**src/rtl/mem_bus_slave.sv**
```systemverilog
// MMU bus target: decodes each request to the fixed-latency SRAM port or the ready-handshake IO port; MEM_BUS_TIMEOUT_EN adds an IO timeout.
// Latency: m_ack RD_LAT+1 / WR_LAT+1 cycles after acceptance (IO: io_rdy+1); one request at a time, m_cyc ignored outside IDLE.
module mem_bus_slave #(
   parameter int          RD_LAT  = 3,
   parameter int          WR_LAT  = 2,
   parameter logic [15:0] IO_PAGE = 16'hFFFF,
   parameter int          TIMEOUT = 64
) (
   input  logic        clk,
   input  logic        rst,
   input  logic        m_cyc,
   input  logic        m_we,
   input  logic [3:0]  m_strb,
   input  logic [31:0] m_addr,
   input  logic [31:0] m_data_o,
   output logic        m_ack,
   output logic [31:0] m_data_i,
   output logic        mem_ce,
   output logic        mem_we,
   output logic [3:0]  mem_be,
   output logic [29:0] mem_addr,
   output logic [31:0] mem_wdata,
   input  logic [31:0] mem_rdata,
   output logic        io_sel,
   output logic        io_we,
   output logic [31:0] io_addr,
   output logic [31:0] io_wdata,
   input  logic [31:0] io_rdata,
   input  logic        io_rdy,
   output logic        bus_err
);

   localparam logic [1:0] S_IDLE     = 2'd0;
   localparam logic [1:0] S_MEM_WAIT = 2'd1;
   localparam logic [1:0] S_IO_WAIT  = 2'd2;
   localparam logic [1:0] S_ACK      = 2'd3;

   localparam logic [3:0] RD_CNT = 4'(RD_LAT);
   localparam logic [3:0] WR_CNT = 4'(WR_LAT);

   generate
      if (RD_LAT < 1 || RD_LAT > 15 || WR_LAT < 1 || WR_LAT > 15) begin : g_bad_lat
         $error("mem_bus_slave: RD_LAT and WR_LAT must be in 1..15");
      end
   endgenerate

   logic [1:0]  r_state;
   logic [3:0]  r_cnt;
   logic        r_we;
   logic [3:0]  r_strb;
   logic [31:0] r_addr;
   logic [31:0] r_wdata;
   logic [31:0] r_rdata;
   logic        w_tmo;

`ifdef MEM_BUS_TIMEOUT_EN
   localparam int TW = (TIMEOUT < 2) ? 1 : $clog2(TIMEOUT);

   logic [TW-1:0] r_tmo;
   logic          r_err;

   // io_rdy in the expiry cycle takes priority, so the timeout is suppressed then.
   assign w_tmo = (r_state == S_IO_WAIT) && !io_rdy && (r_tmo == TW'(TIMEOUT - 1));

   always_ff @(posedge clk or posedge rst) begin
      if (rst) begin
         r_tmo <= '0;
         r_err <= 1'b0;
      end else begin
         if (r_state == S_IO_WAIT) r_tmo <= r_tmo + TW'(1);
         else                      r_tmo <= '0;
         if (w_tmo) r_err <= 1'b1;
      end
   end

   assign bus_err = r_err;
`else
   assign w_tmo   = 1'b0;
   assign bus_err = 1'b0;
`endif

   always_ff @(posedge clk or posedge rst) begin
      if (rst) begin
         r_state <= S_IDLE;
         r_cnt   <= '0;
         r_we    <= 1'b0;
         r_strb  <= '0;
         r_addr  <= '0;
         r_wdata <= '0;
         r_rdata <= '0;
      end else begin
         case (r_state)
            S_IDLE: begin
               if (m_cyc) begin
                  r_we    <= m_we;
                  r_strb  <= m_strb;
                  r_addr  <= m_addr;
                  r_wdata <= m_data_o;
                  if (m_addr[31:16] == IO_PAGE) begin
                     r_state <= S_IO_WAIT;
                  end else begin
                     r_state <= S_MEM_WAIT;
                     r_cnt   <= m_we ? WR_CNT : RD_CNT;
                  end
               end
            end
            S_MEM_WAIT: begin
               r_cnt <= r_cnt - 4'd1;
               if (r_cnt == 4'd1) begin
                  if (!r_we) r_rdata <= mem_rdata;
                  r_state <= S_ACK;
               end
            end
            S_IO_WAIT: begin
               if (io_rdy) begin
                  if (!r_we) r_rdata <= io_rdata;
                  r_state <= S_ACK;
               end else if (w_tmo) begin
                  r_rdata <= 32'hDEAD_BEEF;
                  r_state <= S_ACK;
               end
            end
            S_ACK: begin
               // Forced idle turnaround lets a burst master present its next address.
               r_state <= S_IDLE;
            end
         endcase
      end
   end

   assign m_ack     = (r_state == S_ACK);
   assign m_data_i  = r_rdata;
   assign mem_ce    = (r_state == S_MEM_WAIT);
   assign mem_we    = mem_ce & r_we;
   assign mem_be    = mem_ce ? r_strb : 4'b0000;
   assign mem_addr  = r_addr[31:2];
   assign mem_wdata = r_wdata;
   assign io_sel    = (r_state == S_IO_WAIT);
   assign io_we     = io_sel & r_we;
   assign io_addr   = r_addr;
   assign io_wdata  = r_wdata;

endmodule

```
**config.mk**
```make
export PLATFORM = sky130hd
export DESIGN_NAME = mem_bus_slave
export DESIGN_NICKNAME = d
export VERILOG_FILES = /design/src/rtl/mem_bus_slave.sv
export SDC_FILE = /design/constraint.sdc
export NUM_CORES = 1
export LEC_CHECK = 0
export CAP_MARGIN = 20
export CORE_MARGIN = 3
export CORE_UTILIZATION = 42
export CTS_CLUSTER_SIZE = 20
export DETAILED_ROUTE_END_ITERATION = 8
export HOLD_SLACK_MARGIN = 0.15
export PLACE_DENSITY_LB_ADDON = 0.2
export SYNTH_ARGS = -nofsm -noshare
export SYNTH_HDL_FRONTEND = slang
export SYNTH_SLANG_ARGS = --single-unit
```
**constraint.sdc**
```tcl
create_clock -name clk -period 9.55 [get_ports clk]
set_input_delay 1.91 -clock clk [delete_from_list [all_inputs] [get_ports clk]]
set_output_delay 1.91 -clock clk [all_outputs]
set_load 0.02 [all_outputs]
```
* Word level (Yosys, flattened, before mapping)
Cells that the tools add are included.
** Cells by class
- Reductions and logical operators :: 7
- Bitwise logic cells :: 2
- Multiplexer cells :: 15
- Equal/unequal tests :: 11
- Multipliers :: 0
- $lt $le $gt $ge :: 0
- Add/subtract/negate cells :: 1
- Div/mod/pow operators :: 0
- Shifts and indexed selects :: 0
** Operators by type and width (number)
- two-way mux 32 bit :: 4
- case mux 32 bit (2 select lines) :: 1
- == test 16 bit (second input constant) :: 1
- two-way mux 4 bit :: 3
- two-way mux 2 bit :: 4
- inequality test 2 bit (second input constant) :: 4
- case mux 2 bit (4 select lines) :: 1
- case mux 4 bit (2 select lines) :: 1
- AND reduction 3 bit :: 2
- AND reduction 5 bit :: 1
- == test 2 bit (second input constant) :: 2
- == test 4 x 1 -> 1 bit (second input constant) :: 1
- inequality test 2 x 1 -> 1 bit (second input constant) :: 2
- nonzero test 2 bit :: 2
- subtractor 4 x 1 -> 4 bit (second input constant) :: 1
- AND 1 bit :: 2
- == test 2 x 1 -> 1 bit (second input constant) :: 1
- zero test 2 bit :: 1
- AND reduction 2 bit :: 1
- two-way mux 1 bit :: 1
** Word-level totals
- Latch bits :: 0
- Bits in writable memories :: 0
- Flip-flop bits (word level) :: 107
- Output and inout bits :: 168
- ROM bits :: 0
- Memories :: 0
- Word-level logic and storage cells :: 43
- Input bits :: 137

* Longest topological paths before layout
Gate-level depths: netlist of run 1.
- Word-level depth :: 4
- Gate-level depth with buffers :: 8
- Mapped depth without buffers :: 6

* Worst setup path before layout of run 1
OpenSTA, ideal clock, no wires.
- Kind :: flip-flop to output port
- From :: register r_state[1]
- To :: output mem_be[0]
- Buffers on the path :: 1
- Path slack :: 6.256 ns
- Data arrival time :: 1.384 ns
- Cell stages (with the launch flop) :: 5
- Data required time :: 7.640 ns
- Path through :: dfrtp_1 inv_1 ha_1 clkbuf_1 and2_1
** On the way
- Longest elaborated chain between the ends :: 2
** RTL lines
- from (decl) :: line 47 : logic [1:0] r_state;
- from (signal assigned) :: line 84 : r_state <= S_IDLE;
- from (signal assigned) :: line 100 : r_state <= S_IO_WAIT;
- from (signal assigned) :: line 102 : r_state <= S_MEM_WAIT;
- == test 2 x 1 -> 1 bit :: line 133 : assign mem_ce = (r_state == S_MEM_WAIT);
- net mem_ce :: line 18 : output logic mem_ce,
- two-way mux 4 bit :: line 135 : assign mem_be = mem_ce ? r_strb : 4'b0000;
- to (decl) :: line 20 : output logic [3:0] mem_be,
The timed path passes the listed nets, and every way through them passes these cells.

* Final worst setup path of run 1
- From :: register r_state[1]
- To :: output mem_we
** On the way
- Longest elaborated chain between the ends :: 2
** RTL lines
- == test 2 x 1 -> 1 bit :: line 133
- AND 1 bit :: line 134 : assign mem_we = mem_ce & r_we;
- to (decl) :: line 19 : output logic mem_we,
No other way between the ends.

==> results.cfg, run 1 <==
[die]
rows = 40
core_area_sq_mm = 0.0122
io_pins = 305
dieArea_sq_mm = 0.0141
dieWidth_um = 119
die_height_um = 119
start_util_pct = 43.8

[layout]
regArea_sq_mm = 0.00268
area.growth.synth_to_final_pct = 56.0
n_antenna_cell = 0
fillers = 911
nNetsFinal = 768
final_common_cell = clkdlybuf4s50_1
final_cell_mix = clkdlybuf4s50_1, dfrtp_1, mux2_2
drive_gt1_share_pct = 24.8
multi_input_area_sq_mm = 0.00205

[global_route]
grt_pass1_vias = 4072
grt.total_usage_pct = 20.9
grt_max_degree = 56
grt_pass1_wl_um = 23200
antenna_found_initial = 0
overflow = 0

[timing]
relSlewSlack_pct = 55.4
tightestPinTransition_ns = 0.670
hold_violations = 0
fin_crit_sh_pct = 43.3
fin_crit_ns = 4.14
max_freq_ghz = 0.242
finalSetupViolations = 0
fin_worst_skew_ns = 0.00726
rsz0062_at_grt = false
fin_ws_ns = 5.41
fin_tns_setup_ns = 0
drv_slew = 0

[setup_path]
path_class = register to primary output
cpMaxStageDelayCell = clkdlybuf4s50_1
max_stage_delay_ns = 0.61
cp_max_fo = 14
endpoint_kind = primary output
crit_chain = inv_1 > ha_1 > and2_1 > clkdlybuf4s50_1
critPathArrivalTime_ns = 2.23
regToRegSetupSlack_ns = 7.08
reg2reg_from = r_cnt[0]$_DFFE_PP0P_
rr_worst_depth = 6
critPathLaunchType = register
crit_required_ns = 7.64
timing.rr.end = m_data_i[2]$_DFFE_PP0P_

[route]
drc = 0
wirelength_um = 15000
antenna_left = 0
first_pass_iters = 4
vias = 3772
via_per_inst = 4.74
wl_per_cell_um = 18.9
drtIter0Drc = 112

[synth]
seq_area_frac_synth_pct = 50.1
synthArstFlopShare_pct = 100
ys_seq_elements = 107
synth.avg_cell_area_sq_um = 13.9
synthCells = 385
synth_edf_count = 0
synth_warnings = 0
synth_top_cell_area_share_pct = 50.1
syn_nets = 530
synth.cell_area_sq_mm = 0.00534
synthFlopType = dfrtp_1
yosys.area.top_type = dfrtp_1
ys_types = 34
synth_area_leaders = dfrtp_1, mux2_2, buf_4

[clock_network]
clock_latency_ns = 0.35
root_buffer = clkbuf_16
post_cts_buffers = 0
holdBufCountCts = 0
path_clk_slew_ns = 0.07
cts_buffer_depth = 2
cts_resized = 0
h-tree-depth = 3
cts_tree = built
numCtsBuffers = 9
cts_sinks = 107

[place]
place_congestion = 0.749
dpl.hpwl_um = 12000
port_buffers = 303
place_ws_ns = 5.37

[power]
internal-power_mw = 2.01
seq_power_share_pct = 26.7
p_switching_mw = 1.27
peakVddDrop_mv = 0.201
swShare_pct = 38.8
clock_power_share_pct = 11.3
power_leakage_nw = 3.47
comb_power_share_pct = 62.0
power_density_mw_per_mm2 = 393

[outcome]
status = complete, no violations

[flow_run]
maxCapViolCount = 0

[worst_hold_path]
hold_path_class = register to register
holdPathStages = 1
min-delay-start = m_data_i[1]$_DFFE_PP0P_
hold_end = m_data_i[1]$_DFFE_PP0P_
cell type report:
cell class	count	share of cell area, %
Clock buffer	12	2.96
Clock inverter	4	0.600
Tap cell	168	2.52
Multi-Input combinational cell	191	24.6
Timing Repair Buffer	307	36.9
Inverter	7	0.345
Sequential cell	107	32.1
logic make-up (layout without fill, tap and decap cells):
logic type      count (synthesis)  in the layout  synth area share [%]
xor+xnor                        1              1                 0.164
mux                           137            137                  30.9
simple gates                   29             29                  3.16
flops                         107            107                  50.1
other cells                     1              1                0.0702
buf+inv                        87            330                  11.6
compound gates                 15             15                  2.11
fa+ha+maj                       8              8                  1.87
metal layers:
| layer | vias to the layer above | part of all wire, % | track usage, % |
|---|---|---|---|
| met5 | - | 0 | 0 |
| li1 | 1744 | - | - |
| met4 | 0 | 1.4 | 6.66 |
| met1 | 1861 | 39 | 24.9 |
| met3 | 14 | 6.5 | 5.22 |
| met2 | 153 | 53 | 37.1 |
through the flow:
| step | std cells | instance area [sq um] | hold slack, ns | power [mW] | utilization, % |
|---|---|---|---|---|---|
| 6_report | 796 | 8340 | 0.493 | 3.28 | 68.3 |
| 5_1_grt | 796 | 8340 | 0.520 | 3.43 | 68.3 |
| 4_1_cts | 795 | 8320 | 0.499 | 3.30 | 68.1 |
| 3_5_place_dp | 779 | 8020 | 0.483 | 2.92 | 65.7 |
| 3_3_place_gp | 779 | 8020 | 0.469 | 2.87 | 65.7 |
| 2_1_floorplan | 385 | 5340 | 0.471 | 2.20 | - |
power by group through the flow:
| stage | combinational, mW | sequential, mW | clock [mW] |
|---|---|---|---|
| 3_5_place_dp | 2.03 | 0.883 | 0 |
| 2_1_floorplan | 1.11 | 1.10 | 0 |
| 4_1_cts | 2.04 | 0.878 | 0.382 |
| 5_1_grt | 2.13 | 0.908 | 0.395 |
| 3_3_place_gp | 1.99 | 0.875 | 0 |
| 6_report | 2.03 | 0.876 | 0.370 |
state kept, by name (all words and copies together) (netlist names):
name      count
io_wdata     32
io_addr      32
m_data_i     32
r_strb        4
r_state       2
r_cnt         4
r_we          1
worst max path at each step:
stage	cells after the start	slack [ns]	to	start
finish	4	5.41	mem_we	r_state[1]$_DFFE_PP0P_
global placement	5	5.45	m_data_i[2]$_DFFE_PP0P_	io_rdy
global route	4	5.26	mem_we	r_state[1]$_DFFE_PP0P_
CTS	4	5.39	mem_we	r_state[1]$_DFFE_PP0P_
floorplan	1	4.82	io_addr[0]$_DFFE_PP0P_	rst
detailed placement	5	5.37	m_data_i[2]$_DFFE_PP0P_	io_rdy
cells in the mapped netlist, types with 2 or more instances:
cell type / number
a21oi_1: 4
a221o_1: 2
a221oi_1: 2
and2_1: 7
buf_1: 6
buf_12: 3
buf_4: 63
clkbuf_1: 6
dfrtp_1: 107
ha_1: 8
inv_1: 7
mux2_1: 2
mux2_2: 102
mux2_4: 30
mux2i_1: 3
nand2_1: 3
nand2b_1: 2
nand4_1: 4
nor2_1: 6
nor2b_1: 2
o21ai_0: 3
worst max-delay path: cells and delay by family, from the launching register on:
family | cells | cell delay (ns)
adder cells (fa/ha/maj) | 1 | 0.49
buffers and inverters | 2 | 0.75
flip-flops | 1 | 0.42
AND/OR/NAND/NOR | 1 | 0.22
(Power assumes the default switching activity.)
==> inputs of run 2 (changes only) <==
--- a/config.mk
+++ b/config.mk
@@ -7,7 +7,7 @@
 export LEC_CHECK = 0
 export CAP_MARGIN = 20
 export CORE_MARGIN = 3
-export CORE_UTILIZATION = 42
+export CORE_UTILIZATION = 35
 export CTS_CLUSTER_SIZE = 20
 export DETAILED_ROUTE_END_ITERATION = 8
 export HOLD_SLACK_MARGIN = 0.15
==> constraint.sdc (replaced) <==
create_clock -name clk -period 3.75 [get_ports clk]
set_input_delay 0.75 -clock clk [delete_from_list [all_inputs] [get_ports clk]]
set_output_delay 0.75 -clock clk [all_outputs]
set_load 0.02 [all_outputs]
==> run 2 against run 1 <==
Global-route usage is 3.8 points lower. Highest routed layer unchanged. Critical path depth stayed put. Sequential cell count stayed put.
==> results.cfg, run 2 (synthesis results as in run 1) <==
[power]
seq_power_share_pct = 26.9
power_density_mw_per_mm2 = 995
swShare_pct = 38.9
p_switching_mw = 3.24
power_leakage_nw = 3.47
peakVddDrop_mv = 0.540
internal-power_mw = 5.10
comb_power_share_pct = 61.4
clock_power_share_pct = 11.8

[global_route]
grt_pass1_vias = 4114
overflow = 0
grt.total_usage_pct = 17.2
grt_max_degree = 108
grt_pass1_wl_um = 22200
antenna_found_initial = 0

[layout]
n_antenna_cell = 0
fillers = 1168
final_common_cell = clkdlybuf4s50_1
regArea_sq_mm = 0.00268
nNetsFinal = 769
drive_gt1_share_pct = 25.3
utilization_pct = 56.8
multi_input_area_sq_mm = 0.00205
final_cell_mix = clkdlybuf4s50_1, dfrtp_1, mux2_2
area.growth.synth_to_final_pct = 56.8

[route]
antenna_left = 0
drc = 0
drtIter0Drc = 131
first_pass_iters = 4
vias = 3772
wirelength_um = 14800
via_per_inst = 4.64
wl_per_cell_um = 18.2

[clock_network]
cts_sinks = 107
path_clk_slew_ns = 0.07
holdBufCountCts = 0
h-tree-depth = 3
clock_latency_ns = 0.36
root_buffer = clkbuf_16
post_cts_buffers = 0
cts_resized = 0
numCtsBuffers = 9
cts_tree = built
cts_buffer_depth = 2

[setup_path]
critPathBufInv = 2
critPathArrivalTime_ns = 2.20
cpMaxStageDelayCell = clkdlybuf4s50_1
timing.rr.end = m_data_i[1]$_DFFE_PP0P_
endpoint_kind = primary output
reg2reg_from = r_cnt[0]$_DFFE_PP0P_
cp.depth = 4
crit_required_ns = 3.00
cp_top_family = buffers and inverters
critPathLaunchType = register
path_class = register to primary output
max_stage_delay_ns = 0.63
crit_end = mem_we
rr_worst_depth = 6
cp_max_fo = 14
cp-startpoint = r_state[1]$_DFFE_PP0P_
crit_chain = inv_1 > ha_1 > and2_1 > clkdlybuf4s50_1
regToRegSetupSlack_ns = 1.31

[timing]
max_freq_ghz = 0.339
tightestPinTransition_ns = 0.571
relSlewSlack_pct = 61.9
drv_slew = 0
fin_crit_sh_pct = 78.6
rsz0062_at_grt = false
fin_tns_setup_ns = 0
hold_violations = 0
fin_crit_ns = 2.95
finalSetupViolations = 0
fin_worst_skew_ns = 0.00971

[die]
dieArea_sq_mm = 0.0168
start_util_pct = 36.2
rows = 44
io_pins = 305
core_area_sq_mm = 0.0148
dieWidth_um = 130
die_height_um = 130

[flow_run]
maxCapViolCount = 0

[place]
port_buffers = 303
place_congestion = 0.783
dpl.hpwl_um = 11500

[worst_hold_path]
holdPathStages = 1
hold_path_class = register to register

[outcome]
status = complete, no violations
run 2: cell types whose count changed in the layout (fill, tap and decap cells not counted):
cell / previous run / this run
inv_8: 0 / 1
clkinvlp_4: 2 / 3
inv_6: 0 / 1
buf_4: 3 / 4
clkinv_2: 1 / 0
clkbuf_1: 2 / 0
run 2: layer usage:
metal,routed length [um],global-route usage (%)
met4,257,4.83
met5,0,0
met3,1340,6.51
met1,5660,20.0
met2,7550,29.5
run 2: area by class of cell:
type / instances / share of cell area (%)
Timing Repair Buffer: 308 / 36.8
Sequential cell: 107 / 32.0
Multi-Input combinational cell: 191 / 24.4
Clock buffer: 10 / 2.85
Tap cell: 184 / 2.75
Clock inverter: 6 / 0.866
Inverter: 7 / 0.343
run 2: worst reg2reg max path, stage by stage, from the launching register on:
cell      delay, ns
dfrtp_1        0.48
ha_1           0.18
or3b_1         0.35
a21oi_1        0.18
and4bb_2       0.26
buf_4          0.47
mux2_1         0.40
run 2: worst min path at each step:
stage | start | to | slack (ns)
after CTS | m_data_i[1]$_DFFE_PP0P_ | m_data_i[1]$_DFFE_PP0P_ | 0.49
final | m_data_i[1]$_DFFE_PP0P_ | m_data_i[1]$_DFFE_PP0P_ | 0.49
after global routing | m_data_i[1]$_DFFE_PP0P_ | m_data_i[1]$_DFFE_PP0P_ | 0.51
after detailed placement | m_data_i[1]$_DFFE_PP0P_ | m_data_i[1]$_DFFE_PP0P_ | 0.48
after floorplan | r_strb[0]$_DFFE_PP0P_ | r_strb[0]$_DFFE_PP0P_ | 0.47
after global placement | m_data_i[2]$_DFFE_PP0P_ | m_data_i[2]$_DFFE_PP0P_ | 0.47
run 2: per-stage QoR:
stage,cell area [sq um],hold WS (ns),setup WS (ns),std cells,total power [mW]
after floorplan,5340,0.471,0.183,385,5.61
after global placement,8070,0.469,1.10,797,7.33
final,8380,0.487,0.803,813,8.34
after global routing,8380,0.507,0.581,813,8.80
after detailed placement,8070,0.476,1.05,797,7.41
after CTS,8380,0.492,0.762,813,8.44
run 2: power by group through the flow:
stage	Combinational, mW	Clock, mW	Sequential [mW]
after CTS	5.17	1.01	2.25
after global placement	5.10	0	2.23
after detailed placement	5.15	0	2.26
after global routing	5.41	1.07	2.33
final	5.12	0.981	2.24
after floorplan	2.82	0	2.79
==> inputs of run 3 (changes only) <==
==> constraint.sdc (replaced) <==
create_clock -name clk -period 2.6 [get_ports clk]
set_input_delay 0.52 -clock clk [delete_from_list [all_inputs] [get_ports clk]]
set_output_delay 0.52 -clock clk [all_outputs]
set_load 0.02 [all_outputs]
==> run 3 against run 2 <==
Combinational power grew 46%. Clock power grew 31%. Register-to-register slack lost 0.98 ns. Setup slack got worse by 0.66 ns. Clock skew shrank 0.0022 ns. Design area up 0.57%. Sequential power increased by 44%. Largest cell class unchanged. Highest routed layer unchanged.
==> results.cfg, run 3 (synthesis results as in run 1) <==
[setup_path]
crit_required_ns = 2.08
path_class = register to primary output
cp_top_family = buffers and inverters
crit_chain = inv_1 > ha_4 > and2_1 > clkdlybuf4s50_1
max_stage_delay_ns = 0.60
critPathBufInv = 2
critPathLaunchType = register
critPathArrivalTime_ns = 1.93
cp_max_fo = 14
cpMaxStageDelayCell = clkdlybuf4s50_1
endpoint_kind = primary output

[global_route]
grt_pass1_wl_um = 21600
overflow = 0
antenna_found_initial = 0
grt.total_usage_pct = 16.8
grt_pass1_vias = 4037
grt_max_degree = 55

[timing]
fin_worst_skew_ns = 0.00751
holdWs_ns = 0.486
max_freq_ghz = 0.408
hold_violations = 0
finalSetupViolations = 0
rsz0062_at_grt = false
fin_crit_sh_pct = 94.4
fin_tns_setup_ns = 0
fin_crit_ns = 2.45
drv_slew = 0

[die]
die_height_um = 130
core_area_sq_mm = 0.0148
rows = 44
start_util_pct = 36.2
dieArea_sq_mm = 0.0168
dieWidth_um = 130
io_pins = 305

[power]
peakVddDrop_mv = 0.698
power_density_mw_per_mm2 = 1420
power_leakage_nw = 3.50

[route]
antenna_left = 0
vias = 3774
drtIter0Drc = 109
drc = 0
first_pass_iters = 4
wirelength_um = 14900
via_per_inst = 4.63
wl_per_cell_um = 18.2

[layout]
final_common_cell = clkdlybuf4s50_1
n_antenna_cell = 0
final_cell_mix = clkdlybuf4s50_1, dfrtp_1, mux2_2
drive_gt1_share_pct = 25.5
nNetsFinal = 771
instances_no_fill = 815
area.growth.synth_to_final_pct = 57.7
fillers = 1214

[flow_run]
maxCapViolCount = 0

[clock_network]
path_clk_slew_ns = 0.07
cts_buffer_depth = 2
root_buffer = clkbuf_16
cts_sinks = 107
cts_resized = 2
h-tree-depth = 3
numCtsBuffers = 9
holdBufCountCts = 0
cts_tree = built
post_cts_buffers = 0
clock_latency_ns = 0.35

[place]
dpl.hpwl_um = 11700
place_congestion = 0.775
place_inst = 799
port_buffers = 303

[outcome]
status = complete, no violations

[worst_hold_path]
hold_path_class = register to register
run 3: power breakdown:
part / leakage [nW] / switching [mW] / internal [mW]
Sequential: 1.27 / 0.679 / 2.55
Clock: 0.131 / 0.627 / 0.660
Combinational: 2.11 / 3.38 / 4.09
run 3: final cells by class:
class	instances	area [sq um]	area share (%)
inverter	7	30.0	0.356
multi-input combinational	191	2060	24.5
timing repair buffer	310	3150	37.4
sequential	107	2680	31.8
tap	184	230	2.73
clock buffer	10	229	2.72
clock inverter	6	48.8	0.579
run 3: through the flow:
stage	utilization (%)	setup slack (ns)	instance area (sq um)	total power, mW
finish	57.1	0.146	8430	12.0
global route	57.1	0.0138	8430	12.6
CTS	57.1	0.0770	8420	12.2
detailed placement	55.1	0.238	8130	10.8
global placement	55.1	0.290	8130	10.7
floorplan	-	0.521	5350	8.10
run 3: routing by layer:
| metal | track usage (%) | wire length [um] |
|---|---|---|
| met5 | 0 | 0 |
| met2 | 30.3 | 7810 |
| met1 | 19.5 | 5700 |
| met3 | 4.33 | 1140 |
| met4 | 5.50 | 203 |
run 3: worst paths after layout:
path / slack [ns] / end / start / cells past startpoint
worst min-delay path: 0.49 / m_data_i[2]$_DFFE_PP0P_ / m_data_i[2]$_DFFE_PP0P_ / 1
worst max register to register: 0.33 / m_data_i[1]$_DFFE_PP0P_ / r_cnt[1]$_DFFE_PP0P_ / 7
worst max-delay path: 0.15 / mem_be[0] / r_state[1]$_DFFE_PP0P_ / 4
worst min register to register: 0.49 / m_data_i[2]$_DFFE_PP0P_ / m_data_i[2]$_DFFE_PP0P_ / 1
max in group asynchronous: 1.42 / io_addr[25]$_DFFE_PP0P_ / rst / 3
min in group asynchronous: 0.55 / m_data_i[7]$_DFFE_PP0P_ / rst / 2
run 3: worst reg2reg max path, cell delays in order, from the launching register on:
cell	delay [ns]
dfrtp_1	0.41
inv_1	0.12
ha_1	0.15
or3b_1	0.36
a21oi_1	0.18
and4bb_2	0.30
buf_12	0.25
mux2_1	0.39
